**config.mk**
```make
export PLATFORM = sky130hd
export DESIGN_NAME = psum_accumulator
export DESIGN_NICKNAME = d
export VERILOG_FILES = /design/src/rtl/psum_accumulator_pkg.sv /design/src/rtl/sat_add16.sv /design/src/rtl/psum_accumulator.sv
export SDC_FILE = /design/constraint.sdc
export NUM_CORES = 1
export LEC_CHECK = 0
export BUFFER_PORTS_ARGS = -buffer_cell sky130_fd_sc_hd__buf_2
export CORE_ASPECT_RATIO = 1.25
export CORE_MARGIN = 2
export CORE_UTILIZATION = 40
export DETAILED_ROUTE_END_ITERATION = 7
export PLACE_DENSITY = 0.56
export SYNTH_ARGS = -nofsm -noshare
export SYNTH_HDL_FRONTEND = slang
export SYNTH_SLANG_ARGS = --single-unit
```
**constraint.sdc**
```tcl
create_clock -name i_clk -period 12.69 [get_ports i_clk]
set_clock_uncertainty 0.1 [all_clocks]
set_input_delay 2.538 -clock i_clk [delete_from_list [all_inputs] [get_ports i_clk]]
set_output_delay 2.538 -clock i_clk [all_outputs]
set_load 0.005 [all_outputs]
```
**src/rtl/psum_accumulator_pkg.sv**
```systemverilog
// Shared definitions for the partial-sum accumulator: widths, FSM states,
// saturation limits and the output ReLU helper.
package psum_accumulator_pkg;

  localparam int unsigned PSUM_DATA_WIDTH = 16;
  // 416*416 pixels fit in 18 bits.
  localparam int unsigned PSUM_ADDR_WIDTH = 18;

  localparam logic signed [PSUM_DATA_WIDTH-1:0] SAT_MAX = 16'sh7FFF;
  localparam logic signed [PSUM_DATA_WIDTH-1:0] SAT_MIN = 16'sh8000;

  typedef enum logic [1:0] {
    StIdle,
    StAccum,
    StDrain,
    StDone
  } acc_state_e;

  // Clamp negative values to zero when ReLU is enabled.
  function automatic logic signed [PSUM_DATA_WIDTH-1:0] relu_clip(
    input logic signed [PSUM_DATA_WIDTH-1:0] v,
    input logic                              en
  );
    return (en && v[PSUM_DATA_WIDTH-1]) ? '0 : v;
  endfunction

endpackage

```
**src/rtl/sat_add16.sv**
```systemverilog
// 16-bit signed saturating adder, purely combinational.
module sat_add16
  import psum_accumulator_pkg::*;
(
  input  logic signed [PSUM_DATA_WIDTH-1:0] i_a,
  input  logic signed [PSUM_DATA_WIDTH-1:0] i_b,
  output logic signed [PSUM_DATA_WIDTH-1:0] o_sum
);

  logic [PSUM_DATA_WIDTH:0] w_wide;

  assign w_wide = {i_a[PSUM_DATA_WIDTH-1], i_a} + {i_b[PSUM_DATA_WIDTH-1], i_b};

  // Overflow when the two top bits of the sign-extended sum disagree.
  always_comb begin
    o_sum = w_wide[PSUM_DATA_WIDTH-1:0];
    if (w_wide[PSUM_DATA_WIDTH] != w_wide[PSUM_DATA_WIDTH-1]) begin
      o_sum = w_wide[PSUM_DATA_WIDTH] ? SAT_MIN : SAT_MAX;
    end
  end

endmodule

```
**src/rtl/psum_accumulator.sv**
```systemverilog
// Accumulates per-channel partial sums of one output channel into the psum
// buffer and streams the final (optionally ReLU'd) pixels out.
// Pipeline: valid cycle t issues the buffer read, t+1 adds, t+2 writes/outputs.
module psum_accumulator #(
  parameter int unsigned DATA_WIDTH = psum_accumulator_pkg::PSUM_DATA_WIDTH,
  parameter int unsigned ADDR_WIDTH = psum_accumulator_pkg::PSUM_ADDR_WIDTH
) (
  input  logic                         i_clk,
  input  logic                         i_rst,
  input  logic                         i_start,
  input  logic [8:0]                   i_max_width,
  input  logic [8:0]                   i_max_height,
  input  logic [9:0]                   i_max_ci,
  input  logic                         i_relu_en,
  input  logic signed [DATA_WIDTH-1:0] i_psum_data,
  input  logic                         i_psum_valid,
  input  logic                         i_psum_done,
  output logic                         o_mem_ren,
  output logic [ADDR_WIDTH-1:0]        o_mem_raddr,
  input  logic [DATA_WIDTH-1:0]        i_mem_rdata,
  output logic                         o_mem_wen,
  output logic [ADDR_WIDTH-1:0]        o_mem_waddr,
  output logic [DATA_WIDTH-1:0]        o_mem_wdata,
  output logic signed [DATA_WIDTH-1:0] o_data,
  output logic                         o_valid,
  output logic                         o_done,
  output logic                         o_busy,
  output logic                         o_err
);
  import psum_accumulator_pkg::*;

  // Job configuration and counters
  acc_state_e             r_state;
  logic [8:0]             r_w;
  logic [8:0]             r_h;
  logic [9:0]             r_ci;
  logic                   r_relu;
  logic [ADDR_WIDTH-1:0]  r_p;
  logic [9:0]             r_ch;
  logic                   r_drain;

  // Stage 1 (cycle t+1)
  logic                   r_s1_valid;
  logic                   r_s1_rd;
  logic                   r_s1_final;
  logic [ADDR_WIDTH-1:0]  r_s1_addr;
  logic signed [DATA_WIDTH-1:0] r_s1_psum;

  // Registered outputs (cycle t+2)
  logic                   r_valid;
  logic signed [DATA_WIDTH-1:0] r_data;
  logic                   r_wen;
  logic [ADDR_WIDTH-1:0]  r_waddr;
  logic [DATA_WIDTH-1:0]  r_wdata;
  logic                   r_done;
  logic                   r_busy;
  logic                   r_err;

  logic [ADDR_WIDTH-1:0]  w_total;
  logic                   w_in_range;
  logic                   w_accept;
  logic                   w_overflow;
  logic                   w_rd;
  logic                   w_final;
  logic [ADDR_WIDTH-1:0]  w_count_next;
  logic signed [DATA_WIDTH-1:0] w_add;
  logic signed [DATA_WIDTH-1:0] w_sum;

  assign w_total      = ADDR_WIDTH'(r_w) * ADDR_WIDTH'(r_h);
  assign w_in_range   = (r_p < w_total);
  assign w_accept     = (r_state == StAccum) && i_psum_valid && w_in_range;
  assign w_overflow   = (r_state == StAccum) && i_psum_valid && !w_in_range;
  assign w_rd         = w_accept && (r_ch != 10'd0);
  assign w_final      = (r_ch == r_ci);
  assign w_count_next = r_p + {{(ADDR_WIDTH-1){1'b0}}, w_accept};

  assign o_mem_ren   = w_rd;
  assign o_mem_raddr = w_rd ? r_p : '0;

  sat_add16 u_sat_add (
    .i_a   (i_mem_rdata),
    .i_b   (r_s1_psum),
    .o_sum (w_add)
  );

  // Channel 0 has nothing in the buffer yet, so its psum passes through.
  assign w_sum = r_s1_rd ? w_add : r_s1_psum;

  // Two-stage datapath: capture the accepted psum, then write back or output.
  always_ff @(posedge i_clk or negedge i_rst) begin
    if (!i_rst) begin
      r_s1_valid <= 1'b0;
      r_s1_rd    <= 1'b0;
      r_s1_final <= 1'b0;
      r_s1_addr  <= '0;
      r_s1_psum  <= '0;
      r_valid    <= 1'b0;
      r_data     <= '0;
      r_wen      <= 1'b0;
      r_waddr    <= '0;
      r_wdata    <= '0;
    end else begin
      r_s1_valid <= w_accept;
      r_s1_rd    <= w_rd;
      r_s1_final <= w_final;
      r_s1_addr  <= r_p;
      r_s1_psum  <= i_psum_data;
      r_valid    <= r_s1_valid && r_s1_final;
      r_data     <= (r_s1_valid && r_s1_final) ? relu_clip(w_sum, r_relu) : '0;
      r_wen      <= r_s1_valid && !r_s1_final;
      if (r_s1_valid && !r_s1_final) begin
        r_waddr <= r_s1_addr;
        r_wdata <= w_sum;
      end
    end
  end

  // Job control FSM: pixel/channel sequencing, drain, done pulse, sticky error.
  always_ff @(posedge i_clk or negedge i_rst) begin
    if (!i_rst) begin
      r_state <= StIdle;
      r_w     <= '0;
      r_h     <= '0;
      r_ci    <= '0;
      r_relu  <= 1'b0;
      r_p     <= '0;
      r_ch    <= '0;
      r_drain <= 1'b0;
      r_done  <= 1'b0;
      r_busy  <= 1'b0;
      r_err   <= 1'b0;
    end else begin
      r_done <= 1'b0;
      unique case (r_state)
        StIdle: begin
          if (i_start) begin
            r_w     <= i_max_width;
            r_h     <= i_max_height;
            r_ci    <= i_max_ci;
            r_relu  <= i_relu_en;
            r_p     <= '0;
            r_ch    <= '0;
            r_err   <= 1'b0;
            r_busy  <= 1'b1;
            r_state <= StAccum;
          end
        end
        StAccum: begin
          if (w_accept) r_p <= w_count_next;
          if (w_overflow) r_err <= 1'b1;
          if (i_psum_done) begin
            if (w_count_next != w_total) r_err <= 1'b1;
            r_drain <= 1'b0;
            r_state <= StDrain;
          end
        end
        StDrain: begin
          if (i_psum_valid) r_err <= 1'b1;
          if (!r_drain) begin
            r_drain <= 1'b1;
          end else if (r_ch != r_ci) begin
            r_ch    <= r_ch + 10'd1;
            r_p     <= '0;
            r_state <= StAccum;
          end else begin
            r_done  <= 1'b1;
            r_state <= StDone;
          end
        end
        StDone: begin
          r_busy  <= 1'b0;
          r_state <= StIdle;
        end
        default: begin
          r_busy  <= 1'b0;
          r_state <= StIdle;
        end
      endcase
    end
  end

  assign o_mem_wen   = r_wen;
  assign o_mem_waddr = r_waddr;
  assign o_mem_wdata = r_wdata;
  assign o_data      = r_data;
  assign o_valid     = r_valid;
  assign o_done      = r_done;
  assign o_busy      = r_busy;
  assign o_err       = r_err;

endmodule

```
==> results of run 1 <==
-- logic make-up (layout without fill, tap and decap cells) --
| family | Yosys count | in the layout | share of synthesized area, % |
|---|---|---|---|
| and+or+nand+nor | 350 | 350 | 16.6 |
| adders and majority gates | 134 | 134 | 19.4 |
| DFF | 152 | 152 | 36.1 |
| xor gates and xnor gates | 64 | 64 | 5.39 |
| muxes | 40 | 40 | 4.14 |
| AOI/OAI and AO/OA | 206 | 206 | 12.5 |
| buffers and inverters | 159 | 279 | 5.79 |
-- worst max path at each step --
| stage | endpoint | slack (ns) | startpoint | cells past startpoint |
|---|---|---|---|---|
| CTS | o_mem_raddr[5] | 2.55 | r_w[0] | 26 |
| detailed placement | o_mem_raddr[5] | 3.01 | r_w[0] | 26 |
| global route | o_mem_raddr[15] | 2.09 | r_w[0] | 26 |
| floorplan | o_mem_raddr[10] | 3.78 | r_w[0] | 26 |
| global placement | o_mem_raddr[5] | 3.10 | r_w[0] | 26 |
| finish | o_mem_raddr[5] | 2.59 | r_w[0] | 26 |
-- worst max-delay path, stage by stage, from the launching register on --
cell       delay, ns
dfrtp_1         0.52
nand2_1         0.13
fa_1            0.52
fa_1            0.56
inv_1           0.06
fa_1            0.54
inv_1           0.06
fa_1            0.53
inv_1           0.04
ha_1            0.36
and2_1          0.23
a221oi_2        0.31
o21ai_1         0.15
a21oi_1         0.19
xor2_1          0.26
ha_1            0.30
a21o_1          0.18
a21o_1          0.16
a21oi_1         0.13
o21ai_0         0.09
o21a_1          0.22
a2111oi_4       0.31
buf_4           0.30
and2_1          0.20
o41a_2          0.38
and2_2          0.20
buf_2           0.10
-- layout by cell type, fill, tap and decap left out, drive strengths merged, types with 3 or more instances in the layout --
cell type,synthesis,routed
o21a,6,6
a21o,21,21
mux2,29,29
and3,14,14
and2,69,69
nor2b,11,11
o31ai,15,15
a211oi,5,5
or3,4,4
mux2i,11,11
o21ai,62,62
o2111ai,3,3
ha,79,79
nor4,4,4
nand4,9,9
nor3,24,24
inv,104,104
nand3b,4,4
xor2,13,13
o22ai,5,5
nand2,134,134
nand3,25,25
dfrtp,152,152
maj3,4,4
buf,10,144
xnor2,51,51
fa,51,51
nand2b,4,4
a21oi,53,53
nor2,41,41
clkbuf,43,21
clkinv,2,5
o21bai,5,5
clkinvlp,0,3
a31oi,8,8
-- per-layer routing --
layer	global-route usage [%]	vias to the layer above	routed length (um)
li1	-	3935	-
met2	35.9	134	13900
met3	3.24	25	894
met1	22.6	3944	10400
met5	0	-	0
met4	5.07	0	371
-- cell type report --
type | count | share of cell area, %
sequential | 152 | 31.6
clock inverter | 8 | 0.841
clock buffer | 21 | 3.74
timing repair buffer | 144 | 6.14
inverter | 106 | 3.30
multi-input combinational | 794 | 50.9
tap | 340 | 3.53
-- flip-flops by register name (all words and copies together) (netlist names) --
name / flops
o_busy: 1
o_data: 16
o_done: 1
o_err: 1
o_mem_waddr: 18
o_mem_wdata: 16
o_mem_wen: 1
o_valid: 1
r_ch: 10
r_ci: 10
r_drain: 1
r_h: 9
r_p: 18
r_relu: 1
r_s1_addr: 18
r_s1_final: 1
r_s1_psum: 16
r_s1_rd: 1
r_s1_valid: 1
r_state: 2
r_w: 9
-- per-stage QoR --
step / util (%) / std cells / hold slack, ns / cell area, um2
floorplan: - / 1105 / 0.278 / 10500
global placement: 44.3 / 1536 / 0.318 / 11500
detailed placement: 44.3 / 1536 / 0.320 / 11500
CTS: 46.5 / 1565 / 0.333 / 12000
global route: 46.5 / 1565 / 0.336 / 12000
finish: 46.5 / 1565 / 0.330 / 12000
==> flow_metrics.env, run 1 <==
export IMPL_hold_end="o_mem_waddr[14]"
export IMPL_gp_congestion=0.846
export IMPL_area_growth_pct=14.3
export IMPL_seq_area_um2=3800
export IMPL_cts_resized=0
export IMPL_drtPass1Iterations=6
export IMPL_synth_common_cells="152 x dfrtp_1, 133 x nand2_1, 104 x inv_1"
export IMPL_drc=0
export IMPL_cts_buffers=17
export IMPL_layout_min_cycle_time_ns=10.10
export IMPL_start_kind="flop"
export IMPL_std_cell_rows=66
export IMPL_rsz0062_at_grt="no"
export IMPL_ys_seq_area_share_pct=36.1
export IMPL_chipHeight_um=185
export IMPL_place_ws_ns=3.01
export IMPL_yosysTopAreaCell="dfrtp_1"
export IMPL_antenna_found_initial=0
export IMPL_htreeDepth=4
export IMPL_ys_ff_latch=152
export IMPL_slew_violations=0
export IMPL_start_util_pct=40.6
export IMPL_required_ns=10.05
export IMPL_finalNetCount=1411
export IMPL_cts_post_setup_buffers_inserted=0
export IMPL_grt_first_pass_wirelength_um=41500
export IMPL_ant_nets=0
export IMPL_critPathArrivalTime_ns=7.46
export IMPL_cts_clk_slew_worst_paths_ns=0.06
export IMPL_cp_end_kind="primary output"
export IMPL_min_delay_path_class="flop to flop"
export IMPL_path_max_fanout=22
export IMPL_die_x_um=149
export IMPL_first_global_vias=8114
export IMPL_status="finished clean"
export IMPL_setup_violations=0
export IMPL_drt_iter0_drc=428
export IMPL_ff2ff_path_depth=34
export IMPL_syn_cell_area_um2=10500
export IMPL_post_route_period_util_pct=79.6
export IMPL_clock_path_buffers=2
export IMPL_tns_ns=0
export IMPL_pin_count=140
export IMPL_clock_latency_ns=0.43
export IMPL_cts_tree="yes"
export IMPL_grt_overflow=0
export IMPL_avgSynthCellArea_um2=9.54
export IMPL_drive_gt1_share_pct=17.7
export IMPL_core_area_um2=25900
export IMPL_io_buffers=139
export IMPL_synth_edf_count=0
export IMPL_dp_final_hpwl_um=19900
export IMPL_synthCells=1105
export IMPL_max_freq_ghz=0.0990
export IMPL_ctsHoldBuffers=0
export IMPL_multi_input_area_um2=6130
export IMPL_track_usage_pct=19.2
export IMPL_hold_start="r_s1_addr[14]"
export IMPL_drv_cap=0
export IMPL_finalHoldViolations=0
export IMPL_synthArstFlopShare_pct=100
export IMPL_hold_depth=2
export IMPL_root_buffer="clkbuf_16"
export IMPL_vias=8038
export IMPL_setup_slack_ns=2.59
export IMPL_yosysTopAreaCellShare_pct=36.1
export IMPL_critPathKind="flop to primary output"
export IMPL_grt_start_max_net_pins=82
export IMPL_syn_num_nets=1301
export IMPL_nFillCells=2561
export IMPL_yosys_top_cells_area="dfrtp_1 36%, fa_1 9.7%, ha_1 9.4%"
export IMPL_synth_most_common_cell="dfrtp_1"
export IMPL_wl_per_cell_um=16.4
export IMPL_antenna_cells=0
export IMPL_ys_flop_type="dfrtp_1"
export IMPL_r2r_end="o_err"
export IMPL_worst_slew_pin_slew_ns=0.924
export IMPL_ys_types=71
export IMPL_die_area_um2=27700
export IMPL_worstReg2RegStart="r_w[0]"
export IMPL_drt_total_wl_um=25600
export IMPL_yosys_warnings=0
export IMPL_cts_sinks=152
export IMPL_viasPerCell=5.14
export IMPL_max_slew_margin_pct=38.4
export IMPL_r2r_setup_slack_ns=3.48
Power of run 1 is not shown: default switching activity piles up to over one toggle a cycle in this logic, so the estimate is an artifact.
==> inputs of run 2 (changes only) <==
--- a/config.mk
+++ b/config.mk
@@ -5,6 +5,7 @@
 export SDC_FILE = /design/constraint.sdc
 export NUM_CORES = 1
 export LEC_CHECK = 0
+export ABC_AREA = 1
 export BUFFER_PORTS_ARGS = -buffer_cell sky130_fd_sc_hd__buf_2
 export CORE_ASPECT_RATIO = 1.25
 export CORE_MARGIN = 2
==> constraint.sdc (replaced) <==
create_clock -name i_clk -period 9.4 [get_ports i_clk]
set_clock_uncertainty 0.1 [all_clocks]
set_input_delay 1.88 -clock i_clk [delete_from_list [all_inputs] [get_ports i_clk]]
set_output_delay 1.88 -clock i_clk [all_outputs]
set_load 0.005 [all_outputs]
==> run 2 against run 1 <==
Net effect:
- hold slack better by 0.012 ns
- synthesized cell count up 33%
- register-to-register slack worse by 1.8 ns
- critical path depth up 4
- sequential cell count unchanged
- synthesized area up 4.4%
- global-route usage up 0.35 points
- core utilization up 0.15 points
- clock-buffer cell count up 1
- largest cell class unchanged
==> flow_metrics.env, run 2 <==
export IMPL_grt_first_pass_wirelength_um=45500
export IMPL_drt_total_wl_um=27100
export IMPL_max_freq_ghz=0.119
export IMPL_hold_end="o_mem_waddr[10]"
export IMPL_cp_top_family="adder cells"
export IMPL_drv_cap=0
export IMPL_synthAdderAreaFrac_pct=18.3
export IMPL_core_area_um2=26900
export IMPL_synth_compound_area_share_pct=5.45
export IMPL_yosys_area_share_xor_xnor_pct=2.07
export IMPL_ff2ff_path_depth=44
export IMPL_drtPass1Iterations=5
export IMPL_std_cell_rows=67
export IMPL_yosysTopAreaCellShare_pct=34.6
export IMPL_min_delay_path_class="flop to flop"
export IMPL_yosys_area_share_simple_pct=29.2
export IMPL_gp_congestion=0.859
export IMPL_final_cell_area_um2=12500
export IMPL_slew_violations=0
export IMPL_mostFrequentLayoutCells="516 x nand2_1, 243 x inv_1, 152 x dfrtp_1, 138 x buf_2, 91 x nor2_1"
export IMPL_setup_slack_ns=1.02
export IMPL_hold_start="r_s1_addr[10]"
export IMPL_ys_ff_latch=152
export IMPL_htreeDepth=4
export IMPL_synth_most_common_cell="nand2_1"
export IMPL_cts_sinks=152
export IMPL_seq_area_um2=3800
export IMPL_antenna_found_initial=0
export IMPL_die_area_um2=28900
export IMPL_post_route_period_util_pct=89.1
export IMPL_ys_types=45
export IMPL_start_util_pct=40.9
export IMPL_avgSynthCellArea_um2=7.49
export IMPL_cts_resized=0
export IMPL_first_global_vias=9230
export IMPL_mostFrequentLayoutCell="nand2_1"
export IMPL_cts_buffers=17
export IMPL_critPathArrivalTime_ns=6.40
export IMPL_cp_buffers_inverters=9
export IMPL_finalNetCount=1786
export IMPL_p_leak_nw=7.36
export IMPL_critPathKind="flop to primary output"
export IMPL_synthCells=1470
export IMPL_yosysTopAreaCell="dfrtp_1"
export IMPL_max_slew_margin_pct=41.0
export IMPL_cp_slowest_cell="fa_1"
export IMPL_viasPerCell=4.72
export IMPL_r2r_end="o_err"
export IMPL_ctsHoldBuffers=0
export IMPL_ys_seq_area_share_pct=34.6
export IMPL_hold_depth=2
export IMPL_die_x_um=152
export IMPL_io_buffers=139
export IMPL_cts_post_setup_buffers_inserted=0
export IMPL_track_usage_pct=19.5
export IMPL_worstReg2RegStart="r_w[3]"
export IMPL_drt_iter0_drc=401
export IMPL_layout_min_cycle_time_ns=8.38
export IMPL_rsz0062_at_grt="no"
export IMPL_dp_final_hpwl_um=21500
export IMPL_grt_start_max_net_pins=91
export IMPL_status="finished clean"
export IMPL_drc=0
export IMPL_start_kind="flop"
export IMPL_ys_flop_type="dfrtp_1"
export IMPL_ir_drop_mv=0.241
export IMPL_ant_nets=0
export IMPL_drive_gt1_share_pct=13.8
export IMPL_pin_count=140
export IMPL_vias=9203
export IMPL_grt_overflow=0
export IMPL_worst_slew_pin_slew_ns=0.884
export IMPL_yosys_warnings=0
export IMPL_setup_violations=0
export IMPL_synth_common_cells="516 x nand2_1, 243 x inv_1, 152 x dfrtp_1"
export IMPL_post_dp_cell_area_um2=12000
export IMPL_power_density_nw_per_um2=387
export IMPL_syn_cell_area_um2=11000
export IMPL_synth_top_family_by_area="simple AND/OR/NAND/NOR gates"
export IMPL_cts_tree="yes"
export IMPL_nFillCells=2769
export IMPL_tns_ns=0
export IMPL_chipHeight_um=189
export IMPL_cts_clk_slew_worst_paths_ns=0.06
export IMPL_finalHoldViolations=0
export IMPL_syn_num_nets=1666
export IMPL_clock_path_buffers=2
export IMPL_cp_slowest_stage_delay_ns=0.53
export IMPL_required_ns=7.42
export IMPL_antenna_cells=0
export IMPL_cp_end_kind="primary output"
export IMPL_utilization_pct=46.6
export IMPL_synth_edf_count=0
export IMPL_clock_latency_ns=0.43
export IMPL_yosys_top_cells_area="dfrtp_1 35%, nand2_1 18%, fa_1 9.3%"
export IMPL_wl_per_cell_um=13.9
export IMPL_path_max_fanout=18
export IMPL_area_growth_pct=14.0
export IMPL_r2r_setup_slack_ns=1.67
export IMPL_multi_input_area_um2=6050
export IMPL_synthArstFlopShare_pct=100
export IMPL_place_ws_ns=1.40
export IMPL_synth_mux_area_share_pct=0
export IMPL_root_buffer="clkbuf_16"
==> run 2: changes by cell type after synthesis, moves of 12 or more <==
cell      before  now
nor2_1        40   92
xnor2_1       51   12
a21o_1        20    2
clkbuf_1      42   30
and2_1        68    0
nand3_1       23   79
nand2_1      133  516
mux2_2        29    0
o21ai_0       57   31
inv_1        104  243
nor3_1        24   11
==> run 2: cell families (layout without fill, tap and decap cells) <==
logic type,count (synthesis),count (layout)
compound gates,107,107
buf+inv,296,429
flops,152,152
fa+ha+maj,130,130
xor+xnor,26,26
simple gates,759,759
==> run 2: metrics by stage <==
step	cells	hold slack, ns	power, mW
floorplan	1470	0.281	3.46
global placement	1916	0.329	4.19
detailed placement	1916	0.331	4.21
CTS	1948	0.344	4.92
global route	1948	0.357	5.52
finish	1948	0.343	4.86
==> run 2: worst max-delay path by stage <==
stage | start | endpoint | depth (start not counted)
after floorplan | r_w[3] | o_mem_raddr[10] | 31
after global placement | r_w[3] | o_mem_raddr[8] | 30
after detailed placement | r_w[3] | o_mem_raddr[6] | 30
after CTS | r_w[3] | o_mem_raddr[6] | 30
after global routing | r_h[5] | o_mem_raddr[6] | 30
final | r_w[3] | o_mem_raddr[6] | 30
==> run 2: tightest hold or removal path, stage by stage, from the launching register on <==
cell	delay, ns
dfrtp_1	0.32
nand2_1	0.05
nand2_1	0.05
==> run 2: layer usage <==
| metal | vias up | part of all wire, % | track usage (%) |
|---|---|---|---|
| met3 | 29 | 3.2 | 3.09 |
| met5 | - | 0 | 0 |
| met1 | 4245 | 44 | 23.5 |
| li1 | 4756 | - | - |
| met2 | 173 | 51 | 36.1 |
| met4 | 0 | 1.5 | 5.28 |
==> run 2: report_power, final <==
| part | total [mW] | internal, mW | switching, mW | leakage (nW) |
|---|---|---|---|---|
| clock network | 0.670 | 0.393 | 0.277 | 0.283 |
| registers | 0.947 | 0.775 | 0.171 | 2.00 |
| logic | 3.24 | 1.17 | 2.07 | 5.07 |
==> run 2: cell type report <==
cell class	count	share of cell area, %
sequential	152	30.3
multi-input combinational	1022	48.2
tap	345	3.44
clock inverter	10	0.728
timing repair buffer	142	5.78
clock buffer	22	3.86
inverter	255	7.65
Power figures use the tool's default switching activity.
==> inputs of run 3 (changes only) <==
--- a/config.mk
+++ b/config.mk
@@ -11,7 +11,9 @@
 export CORE_MARGIN = 2
 export CORE_UTILIZATION = 40
 export DETAILED_ROUTE_END_ITERATION = 7
+export MAX_ROUTING_LAYER = met4
 export PLACE_DENSITY = 0.56
+export RECOVER_POWER = 50
 export SYNTH_ARGS = -nofsm -noshare
 export SYNTH_HDL_FRONTEND = slang
 export SYNTH_SLANG_ARGS = --single-unit
==> run 3 against run 2 <==
Net effect:
- via count grew 0.63%
- core utilization shrank 0.11 points
- routed wire length increased by 0.58%
- highest routed layer unchanged
- sequential share of layout area rose by 0.070 points
- final cell count stayed put
- the run now ends with capacitance limit, slew limit left
==> flow_metrics.env, run 3 (synthesized netlist as in run 2, its figures left out) <==
export IMPL_status="finished, violations left"
export IMPL_violations="capacitance limit, slew limit"
export IMPL_finalNetCount=1786
export IMPL_p_int_mw=2.36
export IMPL_track_usage_pct=20.2
export IMPL_drv_cap=3
export IMPL_cts_buffers=17
export IMPL_cp_slowest_stage_delay_ns=0.55
export IMPL_chipHeight_um=189
export IMPL_ctsHoldBuffers=0
export IMPL_post_route_period_util_pct=89.7
export IMPL_grt_overflow=0
export IMPL_hold_depth=2
export IMPL_pwr_share_seq_pct=19.4
export IMPL_antenna_found_initial=0
export IMPL_min_delay_path_class="flop to flop"
export IMPL_dp_final_hpwl_um=21600
export IMPL_cts_post_setup_buffers_inserted=0
export IMPL_tns_ns=0
export IMPL_pin_count=140
export IMPL_drive_gt1_share_pct=12.2
export IMPL_clock_latency_ns=0.44
export IMPL_finalHoldViolations=0
export IMPL_core_area_um2=26900
export IMPL_drt_iter0_drc=403
export IMPL_die_x_um=152
export IMPL_viasPerCell=4.75
export IMPL_cts_resized=0
export IMPL_r2r_setup_slack_ns=1.64
export IMPL_clockPowerShare_pct=14.4
export IMPL_p_sw_mw=2.52
export IMPL_cp_end_kind="primary output"
export IMPL_path_max_fanout=18
export IMPL_worstReg2RegStart="r_w[3]"
export IMPL_combPwrFrac_pct=66.2
export IMPL_mostFrequentLayoutCells="516 x nand2_1, 244 x inv_1, 152 x dfrtp_1, 120 x buf_2, 92 x nor2_1"
export IMPL_critPathKind="flop to primary output"
export IMPL_die_area_um2=28900
export IMPL_grt_first_pass_wirelength_um=45700
export IMPL_p_total_mw=4.89
export IMPL_cp_buffers_inverters=9
export IMPL_layout_min_cycle_time_ns=8.43
export IMPL_ff2ff_path_depth=43
export IMPL_required_ns=7.42
export IMPL_vias=9261
export IMPL_cts_clk_slew_worst_paths_ns=0.07
export IMPL_io_buffers=139
export IMPL_worst_slew_pin_slew_ns=4.73
export IMPL_clock_path_buffers=2
export IMPL_hold_start="r_s1_addr[0]"
export IMPL_max_freq_ghz=0.119
export IMPL_max_slew_margin_pct=-216
export IMPL_cts_sinks=152
export IMPL_mostFrequentLayoutCell="nand2_1"
export IMPL_gp_congestion=0.875
export IMPL_wl_per_cell_um=14.0
export IMPL_grt_start_max_net_pins=91
export IMPL_htreeDepth=4
export IMPL_first_global_vias=9240
export IMPL_ir_drop_mv=0.229
export IMPL_cp_top_family="adder cells"
export IMPL_critPathArrivalTime_ns=6.45
export IMPL_start_kind="flop"
export IMPL_std_cell_rows=67
export IMPL_r2r_end="o_err"
export IMPL_cts_tree="yes"
export IMPL_setup_violations=0
export IMPL_root_buffer="clkbuf_16"
export IMPL_switching_share_pct=51.6
export IMPL_hold_end="o_mem_waddr[0]"
export IMPL_rsz0062_at_grt="no"
export IMPL_area_growth_pct=13.7
export IMPL_power_density_nw_per_um2=391
export IMPL_cp_slowest_cell="fa_1"
export IMPL_slew_violations=163
export IMPL_p_leak_nw=7.28
export IMPL_start_util_pct=40.9
export IMPL_drtPass1Iterations=5
export IMPL_drt_total_wl_um=27300
export IMPL_ant_nets=0
export IMPL_nFillCells=2812
export IMPL_drc=0
-- run 3: cell count changes in the layout (fill, tap and decap cells not counted), moves of 2 or more --
cell and delta:
clkbuf_1 +23, buf_2 -18, clkbuf_8 -3, clkinv_2 -3, buf_4 -2, bufinv_16 +2, clkinv_4 +2
-- run 3: per-stage QoR --
| step | std cells | util [%] | instance area (um2) | worst slack (ns) | hold slack, ns |
|---|---|---|---|---|---|
| final | 1948 | 46.5 | 12500 | 0.971 | 0.341 |
| after global routing | 1947 | 46.5 | 12500 | 0.321 | 0.357 |
| after CTS | 1947 | 46.7 | 12600 | 0.877 | 0.345 |
| after detailed placement | 1916 | 44.5 | 12000 | 1.36 | 0.331 |
| after global placement | 1916 | 44.5 | 12000 | 1.54 | 0.329 |
| after floorplan | 1470 | - | 11000 | 2.12 | 0.281 |
-- run 3: tightest hold or removal path: stages, from the launching register on --
cell and delay [ns]:
dfrtp_1 0.32, nand2_1 0.05, nand2_1 0.05
-- run 3: how the worst max path moves through the flow --
stage | start | endpoint | slack, ns | depth (start not counted)
2_1_floorplan | r_w[3] | o_mem_raddr[10] | 2.12 | 31
5_1_grt | r_w[3] | o_mem_raddr[0] | 0.32 | 30
4_1_cts | r_w[3] | o_mem_raddr[2] | 0.88 | 30
3_5_place_dp | r_w[3] | o_mem_raddr[2] | 1.36 | 30
3_3_place_gp | r_w[3] | o_mem_raddr[16] | 1.54 | 30
6_report | r_w[3] | o_mem_raddr[6] | 0.97 | 30
-- run 3: power groups by stage --
stage / Combinational (mW) / Clock, mW / Sequential (mW)
after detailed placement: 3.27 / 0 / 0.960
after global placement: 3.24 / 0 / 0.958
after floorplan: 2.62 / 0 / 0.842
final: 3.23 / 0.705 / 0.947
after global routing: 3.83 / 0.750 / 0.971
after CTS: 3.30 / 0.721 / 0.949
-- run 3: cell type report --
cell class                      count  area [um2]  share of cell area (%)
Tap cell                          345         432                    3.45
Inverter                          255         960                    7.67
Multi-Input combinational cell   1022        6030                    48.2
Sequential cell                   152        3800                    30.4
Clock inverter                     10         145                    1.16
Timing Repair Buffer              142         687                    5.49
Antenna cell                        1        2.50                  0.0200
Clock buffer                       21         450                    3.60
-- run 3: metal layers --
metal  wire (um)  GRT usage [%]  up-vias
met5           0              -        -
met4         570           6.33        0
met3         937           3.16       34
met2       13700           35.4      169
met1       12100           24.0     4314
li1            -              -     4744
